### src/rtl/register_file_mp.sv
// Multi-port register file: two combinational read ports, two clocked write ports (B wins a
// same-address collision), optional write-to-read bypass and zero register, per-register busy bits.
module register_file_mp #(
  parameter int DATA_W   = 4,
  parameter int ADDR_W   = 2,
  parameter bit BYPASS   = 1'b1,
  parameter bit ZERO_REG = 1'b0
) (
  input  logic              clk,
  input  logic              rst,
  input  logic [ADDR_W-1:0] ra_addr,
  input  logic [ADDR_W-1:0] rb_addr,
  input  logic              wa_en,
  input  logic [ADDR_W-1:0] wa_addr,
  input  logic [DATA_W-1:0] wa_data,
  input  logic              wb_en,
  input  logic [ADDR_W-1:0] wb_addr,
  input  logic [DATA_W-1:0] wb_data,
  input  logic              bs_en,
  input  logic [ADDR_W-1:0] bs_addr,
  output logic [DATA_W-1:0] ra_data,
  output logic [DATA_W-1:0] rb_data,
  output logic              ra_busy,
  output logic              rb_busy
);

  localparam int DEPTH = 2 ** ADDR_W;

  logic [DATA_W-1:0] regs_q [DEPTH];
  logic [DATA_W-1:0] regs_d [DEPTH];
  logic [DEPTH-1:0]  busy_q;
  logic [DEPTH-1:0]  busy_d;

  logic [ADDR_W-1:0] rd_addr [2];
  logic [DATA_W-1:0] rd_data [2];
  logic [1:0]        rd_busy;
  logic [1:0]        fwd_a;
  logic [1:0]        fwd_b;

  // Port B is applied after port A so it wins a collision; a busy-set overrides a same-edge clear
  // because it marks a newly issued producer.
  always_comb begin
    for (int n = 0; n < DEPTH; n++) begin
      regs_d[n] = regs_q[n];
      busy_d[n] = busy_q[n];
      if (wa_en && (wa_addr == ADDR_W'(n))) begin
        regs_d[n] = wa_data;
        busy_d[n] = 1'b0;
      end
      if (wb_en && (wb_addr == ADDR_W'(n))) begin
        regs_d[n] = wb_data;
        busy_d[n] = 1'b0;
      end
      if (bs_en && (bs_addr == ADDR_W'(n))) begin
        busy_d[n] = 1'b1;
      end
      if (ZERO_REG && (n == 0)) begin
        regs_d[n] = '0;
        busy_d[n] = 1'b0;
      end
    end
  end

  always_ff @(posedge clk or posedge rst) begin
    if (rst) begin
      for (int n = 0; n < DEPTH; n++) begin
        regs_q[n] <= '0;
      end
      busy_q <= '0;
    end else begin
      for (int n = 0; n < DEPTH; n++) begin
        regs_q[n] <= regs_d[n];
      end
      busy_q <= busy_d;
    end
  end

  assign rd_addr[0] = ra_addr;
  assign rd_addr[1] = rb_addr;

  // Outputs are forced to zero during reset so the bypass path cannot leak write data.
  always_comb begin
    for (int p = 0; p < 2; p++) begin
      fwd_a[p]   = wa_en && (wa_addr == rd_addr[p]);
      fwd_b[p]   = wb_en && (wb_addr == rd_addr[p]);
      rd_data[p] = regs_q[rd_addr[p]];
      rd_busy[p] = busy_q[rd_addr[p]];
      if (BYPASS) begin
        if (fwd_b[p]) begin
          rd_data[p] = wb_data;
        end else if (fwd_a[p]) begin
          rd_data[p] = wa_data;
        end
        if (fwd_a[p] || fwd_b[p]) begin
          rd_busy[p] = 1'b0;
        end
      end
      if (ZERO_REG && (rd_addr[p] == '0)) begin
        rd_data[p] = '0;
        rd_busy[p] = 1'b0;
      end
      if (rst) begin
        rd_data[p] = '0;
        rd_busy[p] = 1'b0;
      end
    end
  end

  assign ra_data = rd_data[0];
  assign rb_data = rd_data[1];
  assign ra_busy = rd_busy[0];
  assign rb_busy = rd_busy[1];

endmodule

### config.mk
export PLATFORM = sky130hd
export DESIGN_NAME = register_file_mp
export DESIGN_NICKNAME = d
export VERILOG_FILES = /design/src/rtl/register_file_mp.sv
export SDC_FILE = /design/constraint.sdc
export NUM_CORES = 1
export LEC_CHECK = 0
export ABC_AREA = 1
export BUFFER_PORTS_ARGS = -buffer_cell sky130_fd_sc_hd__buf_2
export CORE_AREA = 2 2 80 82
export DETAILED_ROUTE_END_ITERATION = 8
export DIE_AREA = 0 0 82 84
export SETUP_SLACK_MARGIN = 0.2
export SLEW_MARGIN = 25
export SYNTH_ARGS = -nofsm -noshare
export SYNTH_HDL_FRONTEND = slang
export SYNTH_SLANG_ARGS = --single-unit
### constraint.sdc
create_clock -name clk -period 1.7 [get_ports clk]
set_clock_uncertainty 0.1 [all_clocks]
set_input_delay 0.34 -clock clk [delete_from_list [all_inputs] [get_ports clk]]
set_output_delay 0.34 -clock clk [all_outputs]
set_load 0.02 [all_outputs]
==> reports/metrics.cfg, run 1 <==
[die]
die_area_um2=6890
die-width_um=82
io_pins=33
start_util_pct=28.6
rows=29
die_h_um=84
core_um2=6100

[global_route]
antenna_found_initial=0
grt_max_degree=21
grt_pass1_wl_um=9980
grt_usage_pct=19.0
grt_pass1_vias=1937
grt-ovfl-total=0

[timing]
clock.fmax_mhz=575
grt_setup_unrepaired=true
finalSetupViolCount=4
finalHoldViolCount=0
fin_ws_ns=-0.0385
drv_slew=0
period_needed_ns=1.74
finalCritPeriodShare_pct=102
max-slew-margin-rel_pct=76.2
worstMarginPinSlew_ns=0.356
hold_ws_ns=0.240

[logic_synthesis]
netlist.area_leader.share_pct=28.7
syn_nets=303
synth_area_leaders=dfrtp_1 (29%), nand2_1 (24%), nand3_1 (11%), nor2_1 (6.0%), o221ai_1 (3.5%)
yosys_warnings=0
seq_area_frac_synth_pct=28.7
yosys.area.top_type=dfrtp_1
ys_ff_latch=20
synth_edf_count=0
synthCells=280
syn_area_um2=1740
synth.most_common_cell=nand2_1
synthArstFlopShare_pct=100
avgSynthCellArea_um2=6.22
ys_types=27
synth_commonest_cells=nand2_1 (110), nand3_1 (40), nor2_1 (28)
synthFlopType=dfrtp_1

[drt]
first_pass_iters=4
num_vias=2056
finalWirelength_um=6280
viasPerCell=4.92
routedWlPerCell_um=15.0
drc=0
antenna_left=0
dr.first_iter.drc_count=171

[setup_path]
max_stage_delay_ns=0.16
crit_type=input pin to primary output
worstPathRequired_ns=1.26
crit_path_start_kind=input pin
cp_slowest_cell=xor2_4
end_kind=primary output
path_cells=buf_6 > buf_12 > xor2_4 > nor2_4 > nor2_1 > nor2_1 > nor2_2 > buf_6
cp_max_fo=6
cp.arrival_ns=1.30

[clocking]
cts_buffers=3
cts.sinks=20
htree_levels=1
cts_hold_buf=0
clk_pin_slew_ns=0.07
cts_tree=yes
clkLatencyLatePin_ns=0.25
clock_path_buffers=2
cts_root_buf=clkbuf_8

[finish]
multi_input_area_um2=1290
seq_area_um2=500
diodes=0
final_nets=365
drive_gt1_share_pct=39.9
fillCellCount=629
areaGrowthSynthToFinish_pct=49.5
final_util_pct=42.8
stdcell_area_um2=2610

[power]
p_per_area_nw_per_um2=681
power.leakage_nw=1.31
max-vdd-ir-drop_mv=0.334

[outcome]
status=complete, but fails checks
violations=negative setup slack

[hold_path]
hold_class=input pin to flop

[placement]
io_buffers=32
place.gp.congestion=0.938
dp_hpwl_um=4990
place_area_um2=2270

[run]
drv_cap=0

final timing paths:
| kind | start | end | slack [ns] | cells past startpoint |
|---|---|---|---|---|
| min in group asynchronous | rst | busy_q[0] | 0.31 | 3 |
| worst max-delay path | ra_addr[0] | ra_data[1] | -0.04 | 8 |
| max in group asynchronous | rst | regs_q[2] | 0.98 | 3 |
| worst max register to register | regs_q[1] | regs_q[1] | 0.60 | 4 |
| worst min register to register | busy_q[2] | busy_q[2] | 0.45 | 2 |
| worst min-delay path | bs_addr[0] | busy_q[1] | 0.24 | 3 |
metal layers:
layer,global-route usage (%),vias up,wire length (um)
li1,-,1047,-
met1,26.0,948,2720
met2,31.6,48,3100
met3,1.62,13,312
met4,5.30,0,151
met5,0,-,0
critical path: cells and delay by family:
kind	cells	cell delay (ns)
buf+inv	3	0.37
simple gates	4	0.43
xor+xnor	1	0.16
per-stage QoR:
step	power, mW	setup slack (ns)	TNS, ns	cells
CTS	1.73	-0.0264	-0.0860	415
global route	1.88	-0.0824	-0.604	418
detailed placement	1.28	-0.145	-1.08	404
global placement	1.28	-0.119	-0.965	404
floorplan	1.07	0.182	0	280
finish	1.78	-0.0385	-0.107	418
what timing repair did:
item | 4_1_cts | 5_1_grt
gates resized for setup | 35 | 28
pin swaps | 31 | 24
setup endpoints to repair | 10 | 10
endpoints found under the hold margin | 0 | 0
setup buffers | 7 | 2
cloned | 0 | 1
flip-flops by register name (all words and copies together) (netlist names):
| signal | cells |
|---|---|
| busy_q | 4 |
| regs_q | 16 |
power by group:
group | switching [mW] | total, mW | internal [mW]
Sequential | 0.0829 | 0.637 | 0.555
Combinational | 0.432 | 0.783 | 0.352
Clock | 0.148 | 0.354 | 0.206
layout make-up:
type / count / share of cell area, %
clock buffer: 4 / 2.11
inverter: 25 / 4.46
multi-input combinational: 227 / 49.6
sequential: 20 / 19.2
tap: 77 / 3.70
timing repair buffer: 65 / 20.9
cells by family (layout without fill, tap and decap cells):
kind of cell	after synthesis	after routing	synth area share, %
xor+xnor	4	4	2.01
compound gates	31	31	11.6
flops	20	20	28.7
simple gates	191	192	48.0
buf+inv	34	94	9.76
cell usage in the layout (no fill, tap or decap):
cell type	synthesis	routed
buf_6	3	15
o21ai_0	9	5
nand2_1	110	99
nand2_2	4	14
nand3_1	40	35
o21ai_2	0	3
o221ai_1	7	7
nor2_2	1	13
buf_12	0	3
nand3_2	2	6
nand2_4	1	2
inv_2	13	9
clkinv_4	0	1
inv_1	11	10
o22ai_1	1	1
nand3_4	1	3
a21oi_2	1	2
nor3_4	0	1
nor2_1	28	15
buf_4	4	32
xor2_4	0	1
nor2_4	2	3
o21ai_1	6	7
inv_6	0	2
dfrtp_1	20	20
clkbuf_8	0	4
xnor2_4	0	3
nor3_2	1	1
o211ai_1	6	6
buf_2	2	15
inv_4	1	3
(Power assumes the default switching activity.)
==> run 2, diff against run 1 <==
--- a/config.mk
+++ b/config.mk
@@ -5,11 +5,11 @@
 export SDC_FILE = /design/constraint.sdc
 export NUM_CORES = 1
 export LEC_CHECK = 0
-export ABC_AREA = 1
 export BUFFER_PORTS_ARGS = -buffer_cell sky130_fd_sc_hd__buf_2
-export CORE_AREA = 2 2 80 82
+export CORE_AREA = 10 10 86 88
+export CTS_BUF_LIST = sky130_fd_sc_hd__clkbuf_8
 export DETAILED_ROUTE_END_ITERATION = 8
-export DIE_AREA = 0 0 82 84
+export DIE_AREA = 0 0 96 98
 export SETUP_SLACK_MARGIN = 0.2
 export SLEW_MARGIN = 25
 export SYNTH_ARGS = -nofsm -noshare
==> run 2 against run 1 <==
  * Worst setup slack worse by 0.29 ns
  * Non-clock buffer count unchanged
  * The run still ends with negative setup slack left
  * Critical path depth down 3
  * Maximum frequency down 14%
  * Register-to-register slack better by 0.13 ns
  * Cell area down 9.1%
==> reports/metrics.cfg, run 2 <==
[die]
rows=28  ; -3.4%
die-width_um=96  ; +17%
die_h_um=98  ; +17%
die_area_um2=9410  ; +37%
core_um2=5750  ; -5.7%
start_util_pct=29.0  ; +0.39 points
io_pins=33  ; unchanged

[finish]
final_common_cell=buf_4
largest_register_ffs=16  ; unchanged
top_regs=regs_q (16), busy_q (4)
fillCellCount=571  ; -9.2%
diodes=0  ; unchanged
final_nets=242  ; -34%
stdcell_area_um2=2370  ; -9.1%
multi_input_area_um2=1220  ; -5.3%
regMostFlops=regs_q
drive_gt1_share_pct=47.0  ; +7.1 points
seq_area_um2=500  ; unchanged
areaGrowthSynthToFinish_pct=42.2
final_cell_mix=buf_4 (40), dfrtp_1 (20), buf_2 (17)

[logic_synthesis]
synth.most_common_cell=dfrtp_1
seq_area_frac_synth_pct=30.1  ; +1.3 points
syn_nets=184  ; -39%
netlist.area_leader.share_pct=30.1  ; +1.3 points
ys_ff_latch=20  ; unchanged
synth_commonest_cells=dfrtp_1 (20), mux2i_1 (16), a21oi_1 (12), nor2_1 (12), mux4_2 (9)
synthCells=161  ; -43%
synth_area_leaders=dfrtp_1 (30%), mux4_2 (12%), mux2i_1 (9.6%), o41ai_1 (4.2%), a21oi_1 (3.6%)
avgSynthCellArea_um2=10.3  ; +66%
synthArstFlopShare_pct=100  ; unchanged
ys_types=33  ; +22%
syn_area_um2=1670  ; -4.5%
yosys.area.top_type=dfrtp_1
synth_edf_count=0  ; unchanged
synthFlopType=dfrtp_1
yosys_warnings=0  ; unchanged

[timing]
grt_setup_unrepaired=true
worstMarginPinSlew_ns=0.442  ; +0.0861 ns
period_needed_ns=2.03  ; +0.295 ns
max-slew-margin-rel_pct=70.3  ; -6.0 points
clock.fmax_mhz=492  ; -14%
finalHoldViolCount=0  ; unchanged
fin_ws_ns=-0.333  ; -0.295 ns
finalCritPeriodShare_pct=120  ; +17 points
finalSetupViolCount=10  ; +6
drv_slew=0  ; unchanged

[drt]
num_vias=1584  ; -23%
antenna_left=0  ; unchanged
dr.first_iter.drc_count=121  ; -29%
routedWlPerCell_um=17.5  ; +16%
first_pass_iters=4  ; unchanged
drc=0  ; unchanged
viasPerCell=5.42  ; +10%
finalWirelength_um=5110  ; -19%

[clocking]
cts.sinks=20  ; unchanged
cts_root_buf=clkbuf_8
htree_levels=1  ; unchanged
clock_path_buffers=2  ; unchanged
cts_buffers=3  ; unchanged
cts_hold_buf=0  ; unchanged
clkLatencyLatePin_ns=0.25  ; about the same
clk_pin_slew_ns=0.07  ; about the same
cts_tree=yes

[setup_path]
path_cells=mux4_2 > o31ai_4 > buf_4 > a31oi_4 > buf_6
worstPathRequired_ns=1.26  ; about the same
cp_max_fo=3  ; -3
crit_type=flop to primary output
cp_slowest_cell=mux4_2
max_stage_delay_ns=0.52  ; +0.36 ns
cp.arrival_ns=1.59  ; +0.29 ns
end_kind=primary output
crit_path_start_kind=flop
r2r_slack_ns=0.73  ; +0.13 ns

[power]
p_per_area_nw_per_um2=715  ; +5.1%
power.leakage_nw=0.995  ; -24%
max-vdd-ir-drop_mv=0.273  ; -18%

[placement]
io_buffers=32  ; unchanged
place_ws_ns=-0.371  ; -0.226 ns
place_area_um2=2190  ; -3.5%
dp_hpwl_um=4220  ; -15%
place.gp.congestion=0.781  ; -17%

[global_route]
grt_usage_pct=10.6  ; -8.4 points
grt-ovfl-total=0  ; unchanged
grt_pass1_vias=1646  ; -15%
antenna_found_initial=0  ; unchanged
grt_max_degree=17  ; -19%
grt_pass1_wl_um=8220  ; -18%

[run]
drv_cap=0  ; unchanged

[outcome]
status=complete, but fails checks
violations=negative setup slack

[hold_path]
hold_class=input pin to flop

run 2: cell types whose count changed after synthesis, moves of 7 or more:
cell and delta:
a31oi_1 +8, nand4_1 +8, nor2_1 -16, o41ai_1 +8, inv_1 -8, o221ai_1 -7, inv_2 -12, mux4_2 +9
o31ai_1 +8, nand3_1 -36, nand2_1 -104, mux2i_1 +16, a21oi_1 +11
run 2: per-layer routing:
layer / GRT usage, % / vias up / part of all wire (%)
li1: - / 743 / -
met2: 19.0 / 52 / 52
met4: 2.38 / 0 / 0.71
met5: 0 / - / 0
met1: 12.4 / 781 / 41
met3: 2.37 / 8 / 6.5
run 2: power breakdown:
| group | leakage, nW | switching [mW] | internal (mW) |
|---|---|---|---|
| Combinational | 0.741 | 0.363 | 0.401 |
| Clock | 0.0216 | 0.140 | 0.157 |
| Sequential | 0.233 | 0.0732 | 0.559 |
run 2: final cells by class:
| type | instances | area share [%] |
|---|---|---|
| Multi-Input combinational cell | 125 | 51.7 |
| Timing Repair Buffer | 65 | 20.8 |
| Inverter | 4 | 0.634 |
| Tap cell | 75 | 3.96 |
| Clock buffer | 3 | 1.74 |
| Sequential cell | 20 | 21.1 |
run 2: cell families (layout without fill, tap and decap cells):
family / count (synthesis) / after routing / synth area share [%]
flip-flops: 20 / 20 / 30.1
XOR/XNOR: 12 / 12 / 8.34
multiplexers: 26 / 26 / 23.4
AO/OA/AOI/OAI: 44 / 44 / 17.4
buffers and inverters: 16 / 72 / 5.56
AND/OR/NAND/NOR: 43 / 43 / 15.3
run 2: repair_timing:
action | 4_1_cts | 5_1_grt
setup buffers | 0 | 1
setup endpoints to repair | 10 | 10
pin swaps | 7 | 1
gates resized for setup | 29 | 6
run 2: final timing paths:
| check | startpoint | end | cells past startpoint |
|---|---|---|---|
| max reg2reg | regs_q[8] | regs_q[8] | 3 |
| max | regs_q[0] | ra_data[0] | 5 |
| min reg2reg | busy_q[0] | busy_q[0] | 2 |
| min in group asynchronous | rst | regs_q[12] | 3 |
| min | bs_addr[1] | busy_q[1] | 2 |
| max in group asynchronous | rst | regs_q[14] | 4 |
run 2: stage by stage:
step,hold WS [ns],total power [mW],std cells,setup TNS [ns],util [%]
2_1_floorplan,0.269,1.08,161,-0.604,-
3_3_place_gp,0.453,1.32,288,-3.12,38.2
3_5_place_dp,0.458,1.33,288,-3.13,38.2
4_1_cts,0.205,1.68,291,-2.68,40.7
5_1_grt,0.227,1.79,292,-3.18,41.2
6_report,0.211,1.69,292,-2.61,41.2
run 2: critical path, delay by kind of cell, from the launching register on:
kind	cells	cell delay, ns
AO/OA/AOI/OAI	2	0.14
buffers and inverters	2	0.29
multiplexers	1	0.52
flip-flops	1	0.41
